[src/rtl/usb_bus_initiator_pkg.sv]
// Shared types and parameter helpers for the SAM3U-style parallel register bus initiator.
package usb_bus_initiator_pkg;

    localparam int unsigned TIMER_W = 8;

    typedef enum logic [3:0] {
        ST_IDLE,
        ST_ADDR_SETUP,
        ST_ADDR_STB,
        ST_ADDR_HOLD,
        ST_WAIT_DATA,
        ST_D_SETUP,
        ST_D_STB,
        ST_D_HOLD,
        ST_TURN
    } bus_state_t;

    // Phase widths are loaded as (cycles - 1), so 1..2**TIMER_W is representable.
    function automatic bit cyc_param_ok(input int unsigned cyc);
        return (cyc >= 1) && (cyc <= (1 << TIMER_W));
    endfunction

    function automatic logic [TIMER_W-1:0] timer_load(input int unsigned cyc);
        return TIMER_W'(cyc - 1);
    endfunction

endpackage

[src/rtl/usb_bus_initiator_strobe_timer.sv]
// Loadable down-counter timing the setup, strobe, hold and turnaround phases.
module bus_strobe_timer
    import usb_bus_initiator_pkg::*;
(
    input  logic               i_clk,
    input  logic               i_rst_n,
    input  logic               i_load,
    input  logic [TIMER_W-1:0] i_load_val,
    output logic               o_done
);

    logic [TIMER_W-1:0] r_count;

    always_ff @(posedge i_clk or negedge i_rst_n) begin
        if (!i_rst_n) begin
            r_count <= '0;
        end else if (i_load) begin
            r_count <= i_load_val;
        end else if (r_count != '0) begin
            r_count <= r_count - TIMER_W'(1);
        end
    end

    assign o_done = (r_count == '0);

endmodule

[src/rtl/usb_bus_initiator.sv]
// Initiator for the 8-bit parallel register bus: CEn-framed ALEn address strobe plus N data strobes.
// The USB_D tristate (usb_d_oe ? usb_d_o : 'z) lives in the board-level wrapper.
module usb_bus_initiator
    import usb_bus_initiator_pkg::*;
#(
    parameter int unsigned SETUP_CYC  = 1,
    parameter int unsigned STROBE_CYC = 2,
    parameter int unsigned HOLD_CYC   = 1,
    parameter int unsigned TURN_CYC   = 1
) (
    input  logic       clk_usb,
    input  logic       reset_n,
    input  logic       cmd_valid,
    output logic       cmd_ready,
    input  logic       cmd_write,
    input  logic [7:0] cmd_addr,
    input  logic [7:0] cmd_len_m1,
    input  logic [7:0] wr_data,
    input  logic       wr_valid,
    output logic       wr_ready,
    output logic [7:0] rd_data,
    output logic       rd_valid,
    output logic       busy,
    output logic [7:0] usb_addr_o,
    output logic [7:0] usb_d_o,
    output logic       usb_d_oe,
    input  logic [7:0] usb_d_i,
    output logic       usb_rdn_o,
    output logic       usb_wrn_o,
    output logic       usb_cen_o,
    output logic       usb_alen_o
);

    if (!(cyc_param_ok(SETUP_CYC) && cyc_param_ok(STROBE_CYC) &&
          cyc_param_ok(HOLD_CYC) && cyc_param_ok(TURN_CYC))) begin : g_bad_param
        $error("usb_bus_initiator: phase widths must be in 1..256");
    end

    bus_state_t         r_state;
    bus_state_t         w_state_nxt;

    logic               r_write;
    logic [7:0]         r_remaining;
    logic [7:0]         r_addr;
    logic [7:0]         r_d_o;
    logic [7:0]         r_rd_data;
    logic               r_d_oe;
    logic               r_cmd_ready;
    logic               r_wr_ready;
    logic               r_rd_valid;
    logic               r_busy;
    logic               r_rdn;
    logic               r_wrn;
    logic               r_cen;
    logic               r_alen;

    logic               w_timer_done;
    logic               w_timer_load;
    logic [TIMER_W-1:0] w_timer_val;
    logic               w_cmd_fire;
    logic               w_wr_fire;
    logic               w_rd_sample;
    logic               w_byte_end;

    assign w_cmd_fire  = (r_state == ST_IDLE) && r_cmd_ready && cmd_valid;
    assign w_wr_fire   = (r_state == ST_WAIT_DATA) && r_write && r_wr_ready && wr_valid;
    assign w_rd_sample = (r_state == ST_D_STB) && w_timer_done && !r_write;
    assign w_byte_end  = (r_state == ST_D_HOLD) && w_timer_done;

    bus_strobe_timer u_timer (
        .i_clk      (clk_usb),
        .i_rst_n    (reset_n),
        .i_load     (w_timer_load),
        .i_load_val (w_timer_val),
        .o_done     (w_timer_done)
    );

    always_ff @(posedge clk_usb or negedge reset_n) begin
        if (!reset_n) begin
            r_state <= ST_IDLE;
        end else begin
            r_state <= w_state_nxt;
        end
    end

    always_comb begin
        w_state_nxt = r_state;
        case (r_state)
            ST_IDLE:       if (w_cmd_fire)   w_state_nxt = ST_ADDR_SETUP;
            ST_ADDR_SETUP: if (w_timer_done) w_state_nxt = ST_ADDR_STB;
            ST_ADDR_STB:   if (w_timer_done) w_state_nxt = ST_ADDR_HOLD;
            ST_ADDR_HOLD:  if (w_timer_done) w_state_nxt = ST_WAIT_DATA;
            ST_WAIT_DATA:  if (!r_write || w_wr_fire) w_state_nxt = ST_D_SETUP;
            ST_D_SETUP:    if (w_timer_done) w_state_nxt = ST_D_STB;
            ST_D_STB:      if (w_timer_done) w_state_nxt = ST_D_HOLD;
            ST_D_HOLD: begin
                if (w_timer_done) begin
                    w_state_nxt = (r_remaining == '0) ? ST_TURN : ST_WAIT_DATA;
                end
            end
            ST_TURN:       if (w_timer_done) w_state_nxt = ST_IDLE;
            default:       w_state_nxt = ST_IDLE;
        endcase
    end

    // The timer is reloaded on every state change with the width of the phase being entered.
    always_comb begin
        w_timer_load = (w_state_nxt != r_state);
        w_timer_val  = '0;
        case (w_state_nxt)
            ST_ADDR_SETUP, ST_D_SETUP: w_timer_val = timer_load(SETUP_CYC);
            ST_ADDR_STB,   ST_D_STB:   w_timer_val = timer_load(STROBE_CYC);
            ST_ADDR_HOLD,  ST_D_HOLD:  w_timer_val = timer_load(HOLD_CYC);
            ST_TURN:                   w_timer_val = timer_load(TURN_CYC);
            default:                   w_timer_val = '0;
        endcase
    end

    // Bus outputs are registered from the next state so each strobe is low exactly while its state is current.
    always_ff @(posedge clk_usb or negedge reset_n) begin
        if (!reset_n) begin
            r_cmd_ready <= 1'b0;
            r_wr_ready  <= 1'b0;
            r_rd_valid  <= 1'b0;
            r_busy      <= 1'b0;
            r_cen       <= 1'b1;
            r_alen      <= 1'b1;
            r_rdn       <= 1'b1;
            r_wrn       <= 1'b1;
        end else begin
            r_cmd_ready <= (w_state_nxt == ST_IDLE);
            r_wr_ready  <= (w_state_nxt == ST_WAIT_DATA) && r_write;
            r_rd_valid  <= w_rd_sample;
            r_busy      <= (w_state_nxt != ST_IDLE);
            r_cen       <= (w_state_nxt == ST_IDLE) || (w_state_nxt == ST_TURN);
            r_alen      <= (w_state_nxt != ST_ADDR_STB);
            r_rdn       <= !((w_state_nxt == ST_D_STB) && !r_write);
            r_wrn       <= !((w_state_nxt == ST_D_STB) && r_write);
        end
    end

    always_ff @(posedge clk_usb or negedge reset_n) begin
        if (!reset_n) begin
            r_write     <= 1'b0;
            r_addr      <= '0;
            r_remaining <= '0;
            r_d_o       <= '0;
            r_d_oe      <= 1'b0;
            r_rd_data   <= '0;
        end else begin
            if (w_cmd_fire) begin
                r_write     <= cmd_write;
                r_addr      <= cmd_addr;
                r_remaining <= cmd_len_m1;
            end else if (w_byte_end && (r_remaining != '0)) begin
                r_remaining <= r_remaining - 8'd1;
            end

            if (w_wr_fire) begin
                r_d_o  <= wr_data;
                r_d_oe <= 1'b1;
            end else if ((w_state_nxt == ST_TURN) || (w_state_nxt == ST_IDLE)) begin
                r_d_oe <= 1'b0;
            end

            if (w_rd_sample) begin
                r_rd_data <= usb_d_i;
            end
        end
    end

    assign cmd_ready  = r_cmd_ready;
    assign wr_ready   = r_wr_ready;
    assign rd_data    = r_rd_data;
    assign rd_valid   = r_rd_valid;
    assign busy       = r_busy;
    assign usb_addr_o = r_addr;
    assign usb_d_o    = r_d_o;
    assign usb_d_oe   = r_d_oe;
    assign usb_rdn_o  = r_rdn;
    assign usb_wrn_o  = r_wrn;
    assign usb_cen_o  = r_cen;
    assign usb_alen_o = r_alen;

endmodule
[config.mk]
export PLATFORM = sky130hd
export DESIGN_NAME = usb_bus_initiator
export DESIGN_NICKNAME = d
export VERILOG_FILES = /design/src/rtl/usb_bus_initiator_pkg.sv /design/src/rtl/usb_bus_initiator_strobe_timer.sv /design/src/rtl/usb_bus_initiator.sv
export SDC_FILE = /design/constraint.sdc
export NUM_CORES = 1
export LEC_CHECK = 0
export BUFFER_PORTS_ARGS = -buffer_cell sky130_fd_sc_hd__clkbuf_2
export CAP_MARGIN = 5
export CORE_UTILIZATION = 52
export CTS_CLUSTER_SIZE = 24
export DETAILED_ROUTE_END_ITERATION = 6
export PLACE_DENSITY = 0.8
export SLEW_MARGIN = 25
export SYNTH_ARGS = -nofsm -noshare
export SYNTH_HDL_FRONTEND = slang
export SYNTH_HIERARCHICAL = 1
export SYNTH_SLANG_ARGS = --single-unit
[constraint.sdc]
create_clock -name clk_usb -period 3.6 [get_ports clk_usb]
set_input_delay 1.08 -clock clk_usb [delete_from_list [all_inputs] [get_ports clk_usb]]
set_output_delay 1.08 -clock clk_usb [all_outputs]
set_load 0.03 [all_outputs]
==> results_dict.tcl <==
set metrics [dict create \
    run_status "finished, final reports clean" \
    timing.fmax_mhz 333 \
    hold_slack_ns 0.486 \
    clock_path_buffers 2 \
    syn_area_um2 2510 \
    hpwl_mm 3.55 \
    fin_ws_ns 0.596 \
    clk_pin_slew_ns 0.09 \
    gp_congestion 0.803 \
    power_switching_uw 750 \
    async_flop_share 1.00 \
    power_leakage_nw 1.45 \
    synth_top_area_frac 0.499 \
    crit_chain "inv_1 > ha_1 > or3b_1 > nor2_1 > nand2_1 > or4_1 > mux2_1" \
    layout_worst_path_cycle_share 0.834 \
    power_mw 1.90 \
    portBuffers 69 \
    num_rows 24 \
    ys.flop_type "dfrtp_1" \
    crit_family "simple AND/OR/NAND/NOR gates" \
    cts_hold_buf 0 \
    synth_area_leader_cell "dfrtp_1" \
    vdd_drop_max_v 0.000396 \
    grt_pass1_wl_mm 8.16 \
    first_pass_iters 4 \
    hold_violations 0 \
    diodes 0 \
    worstMarginPinSlew_ns 0.806 \
    rsz0062_at_grt "no" \
    clock_latency_ns 0.30 \
    setup_tns_ns 0 \
    root_buffer "clkbuf_8" \
    cts_tree "built" \
    dieWidth_um 71.5 \
    cellPowerDensity_nw_per_um2 631 \
    wl_mm 4.75 \
    worst_setup_path_end_kind "register" \
    initial_core_util 0.557 \
    vias 1985 \
    slew_viol_final 0 \
    synth_seq_area_share 0.541 \
    grt_max_degree 35 \
    ios 70 \
    fin_nets 352 \
    drt-initial-drc-count 129 \
    die_h_um 71.5 \
    period_minus_slack_ns 3.00 \
    ant_nets 0 \
    cts_max_level 2 \
    critPathBufInv 1 \
    ys_ff_latch 54 \
    p_seq_frac 0.493 \
    syn_to_final_growth_pct 20.0 \
    cap_viol_max_count 0 \
    post_cts_buffers 0 \
    drive_above_1_share 0.324 \
    intPower_mw 1.15 \
    syn_inst 235 \
    hp-class "register to register" \
    yosysWarnings 6 \
    synth_edf_count 0 \
    ys_types 55 \
    p_comb_frac 0.334 \
    drc 0 \
    routedWlPerCell_um 13.1 \
    dp_slack_ns 0.603 \
    synth_area_leaders "dfrtp_1 (50%), nand2_1 (6.7%), dfstp_2 (4.2%)" \
    cts_sinks 54 \
    critPathArrivalTime_ns 3.19 \
    floorplan.die_area_um2 5110 \
    first_global_vias 1930 \
    avgSynthCellArea_um2 10.7 \
    grt.total_usage 0.202 \
    cts_buffers 5 \
    cp_slowest_cell "or4_1" \
    crit_fanout 10 \
    skew_ns 0.00461 \
    switching_share 0.395 \
    vias_per_cell 5.45 \
    antenna_found_initial 0 \
    grt_overflow 0 \
    cts-resized-gates 0 \
    path_class "register to register" \
    slew_headroom 0.463 \
    rrSetupSlack_ns 0.60 \
    setup_viol_count_final 0 \
    worst_setup_path_start_kind "register" \
    coreArea_um2 4500 \
    clockPowerShare 0.172 \
    worst_ep_required_time_ns 3.79 \
    max_stage_delay_ns 0.69 \
]
## cells in the mapped netlist, types with 3 or more instances
library cell,instances
dfrtp_1,50
nand2_1,45
nor2_1,13
mux2_1,8
mux2_2,8
nand3_1,8
o21ai_0,8
a21oi_1,6
inv_1,6
clkbuf_1,5
nor3_1,5
xor2_1,5
dfstp_2,4
nand2b_1,4
nand4_1,4
ha_1,3
nor4_1,3
o311ai_0,3
o31ai_1,3
or4_1,3
## sequential cells by signal (all words and copies together), names as in the netlist, 4 cells and up
signal,flops
usb_d_o,8
r_state,4
u_timer/r_count,8
usb_addr_o,8
rd_data,8
r_remaining,8
## worst paths after layout
| path | startpoint | to | cells past startpoint |
|---|---|---|---|
| max | u_timer/r_count[0] | rd_data[1] | 7 |
| min | usb_addr_o[5] | usb_addr_o[5] | 2 |
| max reg2reg | u_timer/r_count[0] | rd_data[1] | 7 |
| min reg2reg | usb_addr_o[5] | usb_addr_o[5] | 2 |
| max in group asynchronous | reset_n | r_remaining[1] | 2 |
| min in group asynchronous | reset_n | u_timer/r_count[6] | 1 |
## routing by layer
layer / track usage / up-vias / wire, um
met5: 0 / - / 0
met4: 0.0697 / 0 / 40
met1: 0.253 / 948 / 2140
li1: - / 970 / -
met2: 0.343 / 63 / 2290
met3: 0.0520 / 4 / 283
## cell usage in the layout (no fill, tap or decap), types with 4 or more instances in the layout
cell      netlist  routed
inv_1           6       6
nand3_1         8       8
clkbuf_2        1      69
nand2b_1        4       4
dfstp_2         4       4
buf_4           0       4
nand4_1         4       4
a21oi_1         6       6
nand2_1        45      45
mux2_2          8       8
xor2_1          5       5
dfrtp_1        50      50
mux2_1          8       8
nor3_1          5       5
clkbuf_8        0       5
o21ai_0         8       8
conb_1          1       7
nor2_1         13      13
## layout make-up
class / instances / area (um2)
clock buffer: 5 / 68.8
clock inverter: 2 / 13.8
fill: 363 / 1490
inverter: 6 / 22.5
multi-input combinational: 172 / 1110
sequential: 54 / 1360
tap: 52 / 65.1
timing repair buffer: 73 / 375
## per-stage QoR
step	instances	area, um2	util
finish	364	3010	0.669
global route	364	3010	0.669
floorplan	241	2530	-
detailed placement	357	2930	0.650
CTS	364	3010	0.669
global placement	357	2930	0.650
## power by group through the flow
stage,sequential [mW],clock (mW),combinational (mW)
after floorplan,1.03,0,0.360
final,0.937,0.327,0.635
after global routing,0.961,0.361,0.706
after CTS,0.935,0.338,0.643
after detailed placement,0.946,0,0.640
after global placement,0.934,0,0.625
## cells by family after synthesis
| logic type | after synthesis | share of synthesized area |
|---|---|---|
| simple gates | 104 | 0.219 |
| flops | 54 | 0.541 |
| compound gates | 34 | 0.0978 |
| mux | 17 | 0.0758 |
| buf+inv | 15 | 0.0259 |
| xor+xnor | 7 | 0.0244 |
| fa+ha+maj | 3 | 0.0150 |
| other cells | 1 | 0.00149 |
## worst reg2reg max path: stages (launching register included)
cell and delay [ns]:
dfrtp_1 0.42, inv_1 0.09, ha_1 0.21, or3b_1 0.46, nor2_1 0.53, nand2_1 0.09
or4_1 0.69, mux2_1 0.39
Power figures use the tool's default switching activity.
